[config.mk]
export PLATFORM = sky130hd
export DESIGN_NAME = puf_race_arbiter
export DESIGN_NICKNAME = d
export VERILOG_FILES = /design/src/rtl/puf_pkg.sv /design/src/rtl/puf_race_timer.sv /design/src/rtl/puf_race_arbiter.sv
export SDC_FILE = /design/constraint.sdc
export NUM_CORES = 1
export LEC_CHECK = 0
export CORE_UTILIZATION = 55
export DETAILED_ROUTE_END_ITERATION = 7
export GPL_TIMING_DRIVEN = 0
export HOLD_SLACK_MARGIN = 0.12
export PLACE_DENSITY_LB_ADDON = 0.12
export SLEW_MARGIN = 20
export SYNTH_ARGS = -nofsm -noshare
export SYNTH_HDL_FRONTEND = slang
export SYNTH_SLANG_ARGS = --single-unit
[constraint.sdc]
create_clock -name clk -period 2.55 [get_ports clk]
set_clock_uncertainty 0.05 [all_clocks]
set_input_delay 0.51 -clock clk [delete_from_list [all_inputs] [get_ports clk]]
set_output_delay 0.51 -clock clk [all_outputs]
set_load 0.01 [all_outputs]
[src/rtl/puf_pkg.sv]
// Shared types and constants for the RO-PUF race arbiter.
// Optional build macro PUF_TIE_RETRY_EN enables rerunning tied races.
package puf_pkg;

    typedef enum logic [2:0] {
        IDLE   = 3'd0,
        CLEAR  = 3'd1,
        RACE   = 3'd2,
        DECIDE = 3'd3,
        DONE   = 3'd4
    } puf_state_e;

    localparam int unsigned TIE_RETRIES = 3;

    // Response bit encodings; ties and timeouts resolve to the B-win value.
    localparam logic BIT_A_WIN  = 1'b1;
    localparam logic BIT_B_WIN  = 1'b0;
    localparam logic BIT_NO_WIN = 1'b0;

endpackage

[src/rtl/puf_race_timer.sv]
// Loadable saturating down-counter used for CLEAR settle time and RACE timeout.
// expired is registered and high whenever the count sits at zero.
module puf_race_timer #(
    parameter int unsigned W = 10
) (
    input  logic         clk,
    input  logic         rst_n,
    input  logic         load,
    input  logic [W-1:0] value,
    output logic         expired
);

    logic [W-1:0] r_cnt;
    logic         r_expired;
    logic [W-1:0] w_cnt_nxt;

    always_comb begin
        w_cnt_nxt = r_cnt;
        if (load) begin
            w_cnt_nxt = value;
        end else if (r_cnt != '0) begin
            w_cnt_nxt = r_cnt - W'(1);
        end
    end

    always_ff @(posedge clk or negedge rst_n) begin
        if (!rst_n) begin
            r_cnt     <= '0;
            r_expired <= 1'b1;
        end else begin
            r_cnt     <= w_cnt_nxt;
            r_expired <= (w_cnt_nxt == '0);
        end
    end

    assign expired = r_expired;

endmodule

[src/rtl/puf_race_arbiter.sv]
// RO-PUF sequencer: runs one counter race per response bit and returns the bits over valid/ready.
// Define PUF_TIE_RETRY_EN to rerun tied races up to TIE_RETRIES times per bit.
module puf_race_arbiter
    import puf_pkg::*;
#(
    parameter int unsigned RESP_W  = 8,
    parameter int unsigned CHAL_W  = 4,
    parameter int unsigned SETTLE  = 4,
    parameter int unsigned TIMEOUT = 1023
) (
    input  logic              clk,
    input  logic              rst_n,
    input  logic              start,
    input  logic [CHAL_W-1:0] challenge,
    output logic              busy,
    output logic [CHAL_W-1:0] pair_sel,
    output logic              ro_en,
    output logic              cnt_rst,
    input  logic              fin_a,
    input  logic              fin_b,
    output logic [RESP_W-1:0] response,
    output logic              resp_valid,
    input  logic              resp_ready,
    output logic              timeout_err
);

    localparam int unsigned IDX_W   = (RESP_W > 1) ? $clog2(RESP_W) : 1;
    localparam int unsigned TMR_T_W = $clog2(TIMEOUT + 1);
    localparam int unsigned TMR_S_W = $clog2(SETTLE + 1);
    localparam int unsigned TMR_W   = (TMR_T_W > TMR_S_W) ? TMR_T_W : TMR_S_W;

    localparam logic [TMR_W-1:0] SETTLE_LD  = TMR_W'(SETTLE - 1);
    localparam logic [TMR_W-1:0] TIMEOUT_LD = TMR_W'(TIMEOUT - 1);
    localparam logic [IDX_W-1:0] LAST_IDX   = IDX_W'(RESP_W - 1);

    puf_state_e        r_state;
    logic [CHAL_W-1:0] r_chal;
    logic [IDX_W-1:0]  r_bit_idx;
    logic              r_bit;
    logic              r_busy;
    logic [CHAL_W-1:0] r_pair_sel;
    logic              r_ro_en;
    logic              r_cnt_rst;
    logic [RESP_W-1:0] r_response;
    logic              r_resp_valid;
    logic              r_timeout_err;

    puf_state_e        w_state_nxt;
    logic [CHAL_W-1:0] w_chal_nxt;
    logic [IDX_W-1:0]  w_idx_nxt;
    logic              w_bit_nxt;
    logic [RESP_W-1:0] w_resp_nxt;
    logic              w_terr_nxt;
    logic              w_tmr_load;
    logic [TMR_W-1:0]  w_tmr_value;
    logic              w_tmr_expired;
    logic              w_tie;

`ifdef PUF_TIE_RETRY_EN
    localparam int unsigned RETRY_W = $clog2(TIE_RETRIES + 1);
    logic [RETRY_W-1:0] r_retry;
    logic [RETRY_W-1:0] w_retry_nxt;
`endif

    assign w_tie = fin_a & fin_b;

    puf_race_timer #(
        .W (TMR_W)
    ) u_timer (
        .clk     (clk),
        .rst_n   (rst_n),
        .load    (w_tmr_load),
        .value   (w_tmr_value),
        .expired (w_tmr_expired)
    );

    // Next-state and datapath decode; timer reloads on every entry to CLEAR or RACE.
    always_comb begin
        w_state_nxt = r_state;
        w_chal_nxt  = r_chal;
        w_idx_nxt   = r_bit_idx;
        w_bit_nxt   = r_bit;
        w_resp_nxt  = r_response;
        w_terr_nxt  = r_timeout_err;
        w_tmr_load  = 1'b0;
        w_tmr_value = SETTLE_LD;
`ifdef PUF_TIE_RETRY_EN
        w_retry_nxt = r_retry;
`endif

        unique case (r_state)
            IDLE: begin
                if (start) begin
                    w_chal_nxt  = challenge;
                    w_idx_nxt   = '0;
                    w_resp_nxt  = '0;
                    w_terr_nxt  = 1'b0;
                    w_state_nxt = CLEAR;
                    w_tmr_load  = 1'b1;
                    w_tmr_value = SETTLE_LD;
`ifdef PUF_TIE_RETRY_EN
                    w_retry_nxt = '0;
`endif
                end
            end
            CLEAR: begin
                if (w_tmr_expired) begin
                    w_state_nxt = RACE;
                    w_tmr_load  = 1'b1;
                    w_tmr_value = TIMEOUT_LD;
                end
            end
            RACE: begin
                if (fin_a ^ fin_b) begin
                    w_bit_nxt   = fin_a ? BIT_A_WIN : BIT_B_WIN;
                    w_state_nxt = DECIDE;
                end else if (w_tie) begin
                    w_bit_nxt   = BIT_NO_WIN;
                    w_state_nxt = DECIDE;
`ifdef PUF_TIE_RETRY_EN
                    if (r_retry < RETRY_W'(TIE_RETRIES)) begin
                        w_retry_nxt = r_retry + RETRY_W'(1);
                        w_state_nxt = CLEAR;
                        w_tmr_load  = 1'b1;
                        w_tmr_value = SETTLE_LD;
                    end
`endif
                end else if (w_tmr_expired) begin
                    w_bit_nxt   = BIT_NO_WIN;
                    w_terr_nxt  = 1'b1;
                    w_state_nxt = DECIDE;
                end
            end
            DECIDE: begin
                w_resp_nxt[r_bit_idx] = r_bit;
`ifdef PUF_TIE_RETRY_EN
                w_retry_nxt = '0;
`endif
                if (r_bit_idx == LAST_IDX) begin
                    w_state_nxt = DONE;
                end else begin
                    w_idx_nxt   = r_bit_idx + IDX_W'(1);
                    w_state_nxt = CLEAR;
                    w_tmr_load  = 1'b1;
                    w_tmr_value = SETTLE_LD;
                end
            end
            DONE: begin
                if (resp_ready) begin
                    w_state_nxt = IDLE;
                end
            end
            default: begin
                w_state_nxt = IDLE;
            end
        endcase
    end

    // Output flops are decoded from the next state so each output tracks its state exactly.
    always_ff @(posedge clk or negedge rst_n) begin
        if (!rst_n) begin
            r_state       <= IDLE;
            r_chal        <= '0;
            r_bit_idx     <= '0;
            r_bit         <= 1'b0;
            r_busy        <= 1'b0;
            r_pair_sel    <= '0;
            r_ro_en       <= 1'b0;
            r_cnt_rst     <= 1'b1;
            r_response    <= '0;
            r_resp_valid  <= 1'b0;
            r_timeout_err <= 1'b0;
        end else begin
            r_state       <= w_state_nxt;
            r_chal        <= w_chal_nxt;
            r_bit_idx     <= w_idx_nxt;
            r_bit         <= w_bit_nxt;
            r_busy        <= (w_state_nxt != IDLE);
            r_pair_sel    <= CHAL_W'(w_chal_nxt + CHAL_W'(w_idx_nxt));
            r_ro_en       <= (w_state_nxt == RACE);
            r_cnt_rst     <= (w_state_nxt != RACE);
            r_response    <= w_resp_nxt;
            r_resp_valid  <= (w_state_nxt == DONE);
            r_timeout_err <= w_terr_nxt;
        end
    end

`ifdef PUF_TIE_RETRY_EN
    always_ff @(posedge clk or negedge rst_n) begin
        if (!rst_n) begin
            r_retry <= '0;
        end else begin
            r_retry <= w_retry_nxt;
        end
    end
`endif

    assign busy        = r_busy;
    assign pair_sel    = r_pair_sel;
    assign ro_en       = r_ro_en;
    assign cnt_rst     = r_cnt_rst;
    assign response    = r_response;
    assign resp_valid  = r_resp_valid;
    assign timeout_err = r_timeout_err;

endmodule

# --- Word-level counts from Yosys, hierarchy flattened ---
# Cells that the tools add are included.
classes:
  mux: 35
  reduce_logical: 11
  n_lt_le_gt_ge: 2
  bitwise: 2
  addsub: 3
  n_eq_ne: 12
ops:
  columns: ["cell", "n"]
  rows:
  - ["$mux W10", 4]
  - ["$mux W3", 9]
  - ["$pmux W8 S2", 1]
  - ["$pmux W3 S5", 1]
  - ["$mux W1", 12]
  - ["$logic_not A10 Y1", 1]
  - ["$reduce_bool A10 Y1", 1]
  - ["$sub A10 B1 Y10 const B", 1]
  - ["$eq A3 B2 Y1 const B", 3]
  - ["$eq A3 B3 Y1 const B", 3]
  - ["$bwmux W8", 1]
  - ["$mux W4", 2]
  - ["$mux W8", 1]
  - ["$ne A2 B2 Y1 const B", 3]
  - ["$pmux W3 S2", 1]
  - ["$reduce_bool A3 Y1", 2]
  - ["$reduce_and A5 Y1", 1]
  - ["$add A4 B3 Y4", 1]
  - ["$lt A3 B4 Y1 const B", 1]
  - ["$reduce_and A2 Y1", 2]
  - ["$reduce_bool A2 Y1", 2]
  - ["$add A3 B1 Y3 const B", 1]
  - ["$demux W1 S3", 1]
  - ["$eq A3 B1 Y1 const B", 1]
  - ["9 further kinds", 9]
totals:
  output_inout_bits: 17
  reg_bits: 39
  wordCells: 78
  in_bits: 10

# --- Logic depth before layout (Yosys ltp) ---
# Gate-level depths: netlist of the first run.
depth:
  word_depth: 6
  ltp_mapped: 10
  mapped_depth_nobuf: 10

# --- Modules after synthesis ---
# Synthesis of the first run repeated with hierarchy kept, for this count alone.
unflattened:
  cells_unflattened: 209
  hier_area_um2: 2170.8
modules_own_cells:
  columns: ["mod", "cells_per_inst", "n_inst", "seq_area_each_um2", "area_per_inst_um2"]
  rows:
  - ["puf_race_arbiter", 128, 1, 701.9, 1431.4]
  - ["puf_race_timer", 81, 1, 276.5, 739.5]

# --- Worst setup path after synthesis of the first run ---
# Ideal clock, no wire load.
synth_path:
  kind: "register to register"
  startpoint: "register r_state[1]"
  endpoint: "register r_pair_sel[2] (netlist: pair_sel[2])"
  period_less_slack_ns: 2.306
  t_arrival_ns: 2.134
  setup_ns: 0.122
  n_path_buf: 1
  required_ns: 2.378
  stages_incl_launch_ff: 10
  slack_ns: 0.244
  path_cell_list: "dfrtp_1 > clkbuf_1 > and2_1 > a21oi_1 > or2_2 > nand2_1 > o21ai_0 > ha_1 > fa_1 > xor2_1"
synth_between:
  elab_chain_len: 3
  word_cells_on_any_way: 5
  cone_classes: "add/sub: 1; eq/ne: 1; mux: 2; reduce/logical: 1"
synth_lines:
  columns: ["element", "line_no", "rtl"]
  rows:
  - ["start: declaration", "puf_race_arbiter.sv:36", "puf_state_e r_state;"]
  - ["start signal: assignment", "puf_race_arbiter.sv:174", "r_state <= w_state_nxt;"]
  - ["$eq A3 B2 Y1 / $logic_not A3 Y1 (equally long branches)", "puf_race_arbiter.sv:91", "unique case (r_state)"]
  - ["$pmux W3 S2 (*)", "puf_race_arbiter.sv:91", null]
  - ["via w_idx_nxt[0]", "puf_race_arbiter.sv:50", "logic [IDX_W-1:0] w_idx_nxt;"]
  - ["$add A4 B3 Y4 (*)", "puf_race_arbiter.sv:179", "r_pair_sel <= CHAL_W'(w_chal_nxt + CHAL_W'(w_idx_nxt));"]
  - ["end signal: assignment", "puf_race_arbiter.sv:179", null]
  - ["end: declaration", "puf_race_arbiter.sv:41", "logic [CHAL_W-1:0] r_pair_sel;"]
# The timed path passes the listed nets; every way through them passes the cells marked *.
# A chain may end at the register's enable or synchronous reset.

# --- Final worst setup path of the first run ---
# Ends and elaborated chain as after synthesis.

==> results of run 1 <==
-- metal layers --
metal	up-vias	wire length (um)
met5	-	0
met4	0	70
met3	7	179
met2	43	2170
met1	843	2010
li1	826	-
-- final cells by class --
| type | instances | area [um2] | share of cell area (%) |
|---|---|---|---|
| Tap cell | 46 | 57.6 | 2.23 |
| Buffer | 11 | 58.8 | 2.28 |
| Sequential cell | 39 | 978 | 38.0 |
| Clock inverter | 3 | 15.0 | 0.583 |
| Inverter | 7 | 26.3 | 1.02 |
| Timing Repair Buffer | 32 | 318 | 12.3 |
| Multi-Input combinational cell | 150 | 1050 | 40.9 |
| Clock buffer | 5 | 68.8 | 2.67 |
-- power breakdown --
part | switching (mW) | total, mW | internal, mW
sequential | 0.122 | 0.928 | 0.806
clock | 0.213 | 0.400 | 0.187
combinational | 0.652 | 1.22 | 0.567
-- sequential cells by signal, indices dropped and copies added, names as in the netlist --
name             flops
timeout_err          1
r_bit_idx            3
cnt_rst              1
u_timer.expired      1
r_bit                1
busy                 1
r_state              3
resp_valid           1
response             8
pair_sel             4
r_chal               4
ro_en                1
u_timer.r_cnt       10
-- Yosys cell counts, drive strengths merged, types with 2 or more instances --
cell     n
and2     2
nand3b   2
or3b     2
or2      2
clkbuf   7
ha       8
a211o    2
nor3     6
nor4     2
a21o     3
nor2b    2
a21oi   11
nand2   12
xor2     3
buf      4
xnor2    3
mux2     6
or3      5
nor3b    2
nor2    17
nor4b    3
nand2b   3
o21ai   25
inv      7
dfrtp   37
dfstp    2
o31ai    2
o41ai    2
nand3    6
a31oi    8
-- logic make-up (layout without fill, tap and decap cells) --
| kind of cell | count (synthesis) | in the layout | synth area share (%) |
|---|---|---|---|
| and+or+nand+nor | 69 | 69 | 19.4 |
| AOI/OAI and AO/OA | 59 | 59 | 17.4 |
| DFF | 39 | 39 | 47.2 |
| buffers and inverters | 18 | 58 | 3.98 |
| adders and majority gates | 9 | 9 | 5.79 |
| muxes | 7 | 7 | 3.74 |
| xor gates and xnor gates | 6 | 6 | 2.53 |
-- worst register-to-register path, delay by kind of cell, from the launching register on --
kind | cells | cell delay [ns]
compound gates | 2 | 0.23
xor+xnor | 1 | 0.16
simple gates | 3 | 0.55
flops | 1 | 0.43
buf+inv | 1 | 0.27
fa+ha+maj | 2 | 0.62
-- what timing repair did --
item | 4_1_cts | 5_1_grt
endpoints found under the hold margin | 9 | 0
hold buffers | 1 | 0
buffers inserted | 0 | 4
endpoints found under the setup margin | 3 | 4
pin swaps | 0 | 2
gates resized for setup | 6 | 8
-- final timing paths --
kind | end
max | pair_sel[2]
min | response[7]
max reg2reg | pair_sel[2]
min reg2reg | response[7]
max in group asynchronous | pair_sel[3]
min in group asynchronous | u_timer.r_cnt[8]
==> impl_metrics.yaml, run 1 <==
run_status:
  status: "complete, no violations"
layout:
  fillCellCount: 266
  final_common_cell: "dfrtp_1"
  drive_gt1_share_pct: 18.6
  fin_area_um2: 2580
  post-route-util_pct: 74.3
  nets: 265
  area_growth_pct: 24.2
  final_cells: 293
  layout_common_cells: "dfrtp_1 (37), clkdlybuf4s50_1 (24), o21ai_0 (23), nor2_1 (15), nand2_1 (12)"
  diodes: 0
critical_path:
  reg2reg_slack_ns: 0.13
  critPathBufInv: 1
  cpPeakStageDelay_ns: 0.43
  r2r-start: "r_state[1]"
  path_delay_family: "adder cells"
  critPathLaunchType: "flop"
  cp_cell_sequence: "buf_2, and2_1, a21oi_2, or2_4, nand2_1, o21ai_0, ha_2, fa_1, xor2_1"
  path_class: "reg2reg"
  required_ns: 2.68
  reg2reg_depth: 9
  critPathArrivalTime_ns: 2.55
  critPathLaunch: "r_state[1]"
  crit_fanout: 10
  path_depth: 9
  end_kind: "flop"
  cp_slowest_cell: "dfrtp_1"
power_and_ir_drop:
  pwr_density_cell_nw_per_um2: 989
  ir_worst_vdd_v: 0.000579
  leakagePower_nw: 1.13
  p_total_mw: 2.55
floorplanning:
  core_um2: 3470
  die_h_um: 63.4
  start_util_pct: 59.8
  die_area_um2: 4020
  die_w_um: 63.4
  io_pins: 27
  rows: 21
place:
  pre_cts_slack_ns: -0.600
  place_area_um2: 2410
  placed_cells: 280
  dp_hpwl_um: 3200
  routabilityCongestion: 0.849
  io_buffers: 26
sta:
  drv_slew: 0
  setup_ws_ns: 0.132
  fmax_mhz: 414
  post-route-period-util_pct: 94.8
  maxSlewHeadroom_pct: 58.2
  hold_ws_ns: 0.460
  worst_pin_slew_ns: 0.619
  hold_viol_final: 0
  finalSetupViolations: 0
  period_needed_ns: 2.42
  setup_tns_ns: 0
logic_synthesis:
  yosys-top-cells-area: "dfrtp_1 (45%), o21ai_0 (5.8%), ha_1 (4.8%), mux2_2 (3.3%), nor2_1 (2.9%)"
  avgSynthCellArea_um2: 10.0
  ys_ff_latch: 39
  postSynthNetCount: 226
  netlist_instances: 207
  netlist_area_um2: 2070
  ys_async_sr_fraction_pct: 100
  synth_area_leader_cell: "dfrtp_1"
  ys_seq_area_share_pct: 47.2
  yosys_warnings: 0
  synth_edf_count: 0
  yosys.cell_types.count: 50
  synthFlopType: "dfrtp_1"
  synth_top_area_share_pct: 44.6
clock_tree:
  clk_pin_slew_ns: 0.08
  cts.sinks: 39
  clockBufferDepth: 2
  cts_made_buffers: 5
  insertion_delay_ns: 0.29
  htree_levels: 2
  cts_tree: "built"
  cts-root-buf: "clkbuf_8"
global_route:
  track_usage_pct: 24.3
  use_met1_pct: 32.6
  grt_max_degree: 29
  grt.overflow.total: 0
  grt.busiest_layer: "met2"
  grt_pass1_vias: 1631
  grt_pass1_wl_um: 7480
  antenna_found_initial: 0
  grtUsageMet3_pct: 5.62
  grt_use_met2_pct: 38.8
drt:
  wire_per_inst_um: 15.1
  ant_nets: 0
  routed-via-count: 1719
  vias_per_cell: 5.87
  drtIter0Drc: 146
  firstDrtPassIters: 4
  drc: 0
  routed_wl_um: 4430
hold_path:
  hold_path_depth: 2
  hp-class: "reg2reg"
  min_from: "response[7]"
flow_run:
  max_cap_viol_count: 0
Power figures use the tool's default switching activity.
==> run 2: changes to the inputs <==
--- a/config.mk
+++ b/config.mk
@@ -5,8 +5,9 @@
 export SDC_FILE = /design/constraint.sdc
 export NUM_CORES = 1
 export LEC_CHECK = 0
-export CORE_UTILIZATION = 55
+export CORE_UTILIZATION = 62
 export DETAILED_ROUTE_END_ITERATION = 7
+export DONT_BUFFER_PORTS = 1
 export GPL_TIMING_DRIVEN = 0
 export HOLD_SLACK_MARGIN = 0.12
 export PLACE_DENSITY_LB_ADDON = 0.12
==> impl_metrics.yaml, run 2 (synthesis gave the netlist of run 1 again) <==
hold_path:
  min_from: "resp_ready"
  hp-class: "in2reg"
flow_run:
  max_cap_viol_count: 0
layout:
  fillCellCount: 259
  largest_reg_flops: 10
  diodes: 0
  area_growth_pct: 8.87
  top_register: "u_timer.r_cnt"
  nets: 236
  post-route-util_pct: 72.8
  multi_input_comb_area_um2: 1040
  final_common_cell: "dfrtp_1"
  layout_common_cells: "dfrtp_1 (35), o21ai_0 (23), nor2_1 (15), nand2_1 (12), a21oi_1 (11)"
  drive_gt1_share_pct: 19.3
  seqCellArea_um2: 981
clock_tree:
  cts-root-buf: "clkbuf_4"
  insertion_delay_ns: 0.35
  clk_pin_slew_ns: 0.11
  cts.sinks: 39
  clockBufferDepth: 2
  htree_levels: 2
  cts_made_buffers: 5
  cts_tree: "built"
critical_path:
  path_class: "reg2reg"
  r2r-start: "r_state[0]"
  critPathBufInv: 1
  critPathLaunch: "r_state[0]"
  cp_cell_sequence: "clkbuf_2, nor3b_2, a21oi_1, or2_2, nand2_1, o21ai_0, ha_2, fa_1, xor2_1"
  end_kind: "flop"
  cpPeakStageDelay_ns: 0.46
  crit_fanout: 10
  cp_slowest_cell: "dfrtp_2"
  required_ns: 2.75
  critPathLaunchType: "flop"
  path_delay_family: "simple AND/OR/NAND/NOR gates"
  critPathArrivalTime_ns: 2.60
sta:
  hold_ws_ns: 0.202
  worst_pin_slew_ns: 0.657
  maxSlewHeadroom_pct: 55.6
  fmax_mhz: 416
  period_needed_ns: 2.41
  finalSetupViolations: 0
  post-route-period-util_pct: 94.3
  rsz0062_at_grt: "false"
  hold_viol_final: 0
  drv_slew: 0
  setup_tns_ns: 0
floorplanning:
  io_pins: 27
  core_um2: 3100
  die_w_um: 59.8
  start_util_pct: 66.9
  die_h_um: 59.8
  rows: 20
  die_area_um2: 3580
global_route:
  grt.overflow.total: 0
  track_usage_pct: 26.5
  grt_pass1_wl_um: 6970
  grt_max_degree: 40
  antenna_found_initial: 0
  grt_pass1_vias: 1511
place:
  dp_hpwl_um: 2930
  routabilityCongestion: 0.917
  io_buffers: 0
power_and_ir_drop:
  ir_worst_vdd_v: 0.000591
  pwr_density_cell_nw_per_um2: 1030
  leakagePower_nw: 0.991
  p_total_mw: 2.34
drt:
  drtIter0Drc: 106
  highest_layer: "met4"
  routed_wl_um: 4020
  drc: 0
  ant_nets: 0
  wl_met1_um: 1800
  wl_met3_um: 189
  routed-via-count: 1559
  route.met2.wl_um: 1990
  wire_per_inst_um: 15.4
  firstDrtPassIters: 4
  vias_per_cell: 5.95
run_status:
  status: "complete, no violations"
run 2: metrics by stage:
| step | std cells | worst slack [ns] | cell area [um2] |
|---|---|---|---|
| after global routing | 262 | 0.00225 | 2260 |
| after detailed placement | 251 | -0.196 | 2130 |
| after global placement | 251 | -0.199 | 2130 |
| after floorplan | 207 | 0.244 | 2070 |
| final | 262 | 0.145 | 2260 |
| after CTS | 261 | 0.000264 | 2230 |
run 2: path summary, 6_finish.rpt:
check | end | slack [ns] | cells past startpoint
min in group asynchronous | response[1] | 0.59 | 2
worst min register to register | r_chal[3] | 0.47 | 1
max in group asynchronous | cnt_rst | 1.61 | 2
worst max-delay path | pair_sel[2] | 0.14 | 9
worst max register to register | pair_sel[2] | 0.14 | 9
worst min-delay path | resp_valid | 0.20 | 1
run 2: layer usage:
metal	track usage, %	vias to the layer above
li1	-	768
met1	35.4	750
met2	41.3	37
met3	8.44	4
met4	7.97	0
met5	0	-
run 2: cell type report:
cell class              count  area share [%]
multi-input cells         150            45.9
flip-flops and latches     39            43.4
plain buffers              11            2.60
clock buffers               7            2.44
well taps                  44            2.44
repair buffers              3            1.66
inverters                   7            1.16
clock inverters             1           0.388
run 2: power breakdown:
| group | internal, mW | switching (mW) | total [mW] |
|---|---|---|---|
| Sequential | 0.808 | 0.145 | 0.953 |
| Clock | 0.137 | 0.203 | 0.340 |
| Combinational | 0.461 | 0.583 | 1.04 |
run 2: what timing repair did:
action	in CTS	in global routing
pin swaps	0	1
setup endpoints to repair	2	3
setup buffers	0	1
hold endpoints to repair	39	0
resized for setup	4	8
hold buffers	2	0
==> variant: new RTL, config.mk and constraints of run 1 <==
The parameter `CHAL_W` goes from 4 to 5.
--- a/src/rtl/puf_race_arbiter.sv
+++ b/src/rtl/puf_race_arbiter.sv
@@ -5,5 +5,5 @@
 #(
     parameter int unsigned RESP_W  = 8,
-    parameter int unsigned CHAL_W  = 4,
+    parameter int unsigned CHAL_W  = 5,
     parameter int unsigned SETTLE  = 4,
     parameter int unsigned TIMEOUT = 1023
Interface: changed (resized challenge and pair_sel); port bits go from 27 to 29. The function was not compared with the original's and may differ.
==> variant against run 1 <==
Area after synthesis rose by 6.9%; sequential power rose by 9%; wire length fell by 7.5%; count of clock-buffer cells in the layout increased by 2; final area is 4.9% higher; worst setup slack got worse by 0.020 ns; sequential cell count increased by 2; sequential share of layout area grew 0.094 points; power grew 5.9%; global-route usage is 2.7 points lower.
==> variant: results (changes against run 1) <==
| Metric | Value |
|---|---|
| Status | completed |
| Drt wl/cell | 13.4 microns (-11%) |
| Starting DRT DRC Count | 102 (-30%) |
| Placed cell area | 0.00257 sq mm (+6.9%) |
| Vias/cell | 5.54 (-5.5%) |
| Root buf cell | clkbuf_8 |
| Total Routing Usage GR | 0.216 (-0.0271) |
| Largest net degree at the start of global routing | 32 (+10%) |
| Synth unique cells | 60 (+20%) |
| Hold Path End | r_chal[2]$_DFF_PN0_ |
| CP Max Fanout | 9 (-1) |
| Minimum clock period | 2.44 ns (+0.0200 ns) |
| # nets final | 277 (+4.5%) |
| Seq/Total Area, Yosys | 0.464 (-0.00803) |
| LEAKAGE | 1.19 nW (+5.6%) |
| Layout cell share with drive strength beyond 1 | 0.159 (-0.0273) |
| Deepest clock path buffer count | 2 (unchanged) |
| Peak supply drop | 0.637 mV (+10%) |
| RD Place Congestion | 0.850 (+0.11%) |
| Post-synthesis async set-or-reset flop share | 1.00 (unchanged) |
| Insertion delay to the later sink of the worst-skew pair | 0.30 ns |
| Hold path depth | 2 (unchanged) |
| Worst R2R End | pair_sel[4]$_DFF_PN0_ |
| Post-DP HPWL | 3040 microns (-5.2%) |
| Number of global-route vias before repair | 1,548 (-5.1%) |
| Arrival time at the worst endpoint | 2.57 ns (+0.02 ns) |
| FF-to-FF Start | r_state[0]$_DFF_PN0_ |
| Post-synth top cells | dfrtp_1, nand2_1, o21ai_0 |
| Post-Place Setup Slack | -0.513 ns (+0.0875 ns) |
| Setup slack, reg-to-reg | 0.11 ns (-0.02 ns) |
| Syn nets | 241 (+6.6%) |
| PortBufs | 28 (+7.7%) |
| Synth area leaders | dfrtp_1, o21ai_0, ha_1, nand2_1, dfstp_2 |
| Synth warn | 0 (unchanged) |
| Global-route wire length before repair | 6900 microns (-7.7%) |
| Hold_ws | 0.436 ns (-0.0236 ns) |
| Hold Crit Start | r_chal[2]$_DFF_PN0_ |
| Max transition margin | 0.532 (-0.0498) |
-- variant: cell count changes after synthesis, sizes merged, moves of 3 or more --
cell	change
or3	-3
xor2	+3
and3	+3
nor2	-4
nand2	+15
mux2i	+3
o21ai	+4
inv	+4
mux2	-5
a21oi	-4
-- variant: repair_timing --
item,in CTS,in global routing
hold buffers,1,0
endpoints found under the setup margin,3,3
resized for setup,5,3
buffers inserted,1,0
hold endpoints to repair,10,0
-- variant: worst max-delay path, stage by stage, from the launching register on --
cell and delay (ns):
dfrtp_1 0.51, or4b_4 0.59, buf_6 0.16, nand2_1 0.07, nand2_1 0.07, ha_2 0.19, fa_2 0.35, a21oi_1 0.15
nor2_1 0.06, xor2_1 0.14
-- variant: power by group --
part	internal, W	total [W]	leakage [nW]	switching [W]
clock network	0.000244	0.000460	0.0542	0.000215
registers	0.000848	0.00101	0.526	0.000163
logic	0.000563	0.00123	0.614	0.000663
total	0.00166	0.00270	1.19	0.00104
-- variant: cells by family (layout without fill, tap and decap cells) --
kind of cell             Yosys count  count (layout)  share of synthesized area
AND/OR/NAND/NOR                   75              75                      0.205
AO/OA/AOI/OAI                     60              60                      0.168
flip-flops                        41              41                      0.464
buffers and inverters             22              59                     0.0451
adder cells (fa/ha/maj)            9               9                     0.0541
XOR/XNOR                           9               9                     0.0355
multiplexers                       5               5                     0.0288
-- variant: layer usage --
metal / vias to the layer above / wire length, microns / GRT usage
met4: 0 / 71 / 0.0951
met3: 5 / 173 / 0.0608
met1: 792 / 1960 / 0.282
met5: - / 0 / 0
li1: 865 / - / -
met2: 34 / 1890 / 0.332
-- variant: area by class of cell --
class                      count  area [sq um]
timing repair buffer          31           315
sequential                    41          1030
clock buffer                   7          96.3
multi-input combinational    158          1100
clock inverter                 1          5.00
inverter                      11          41.3
tap                           48          60.1
fill                         304          1070
buffer                         9          52.6
-- variant: per-stage QoR --
step	cells	utilization
floorplan	221	-
global placement	297	0.679
detailed placement	298	0.682
CTS	306	0.715
global route	306	0.716
finish	306	0.716
-- variant: how the worst max path moves through the flow --
stage / startpoint / end / cells after the start
after floorplan: r_state[1]$_DFF_PN0_ / pair_sel[4]$_DFF_PN0_ / 11
after global placement: start / pair_sel[4]$_DFF_PN0_ / 10
after detailed placement: start / pair_sel[4]$_DFF_PN0_ / 10
after CTS: start / pair_sel[4]$_DFF_PN0_ / 10
after global routing: r_bit_idx[2]$_DFF_PN0_ / pair_sel[4]$_DFF_PN0_ / 10
final: r_state[0]$_DFF_PN0_ / pair_sel[4]$_DFF_PN0_ / 9
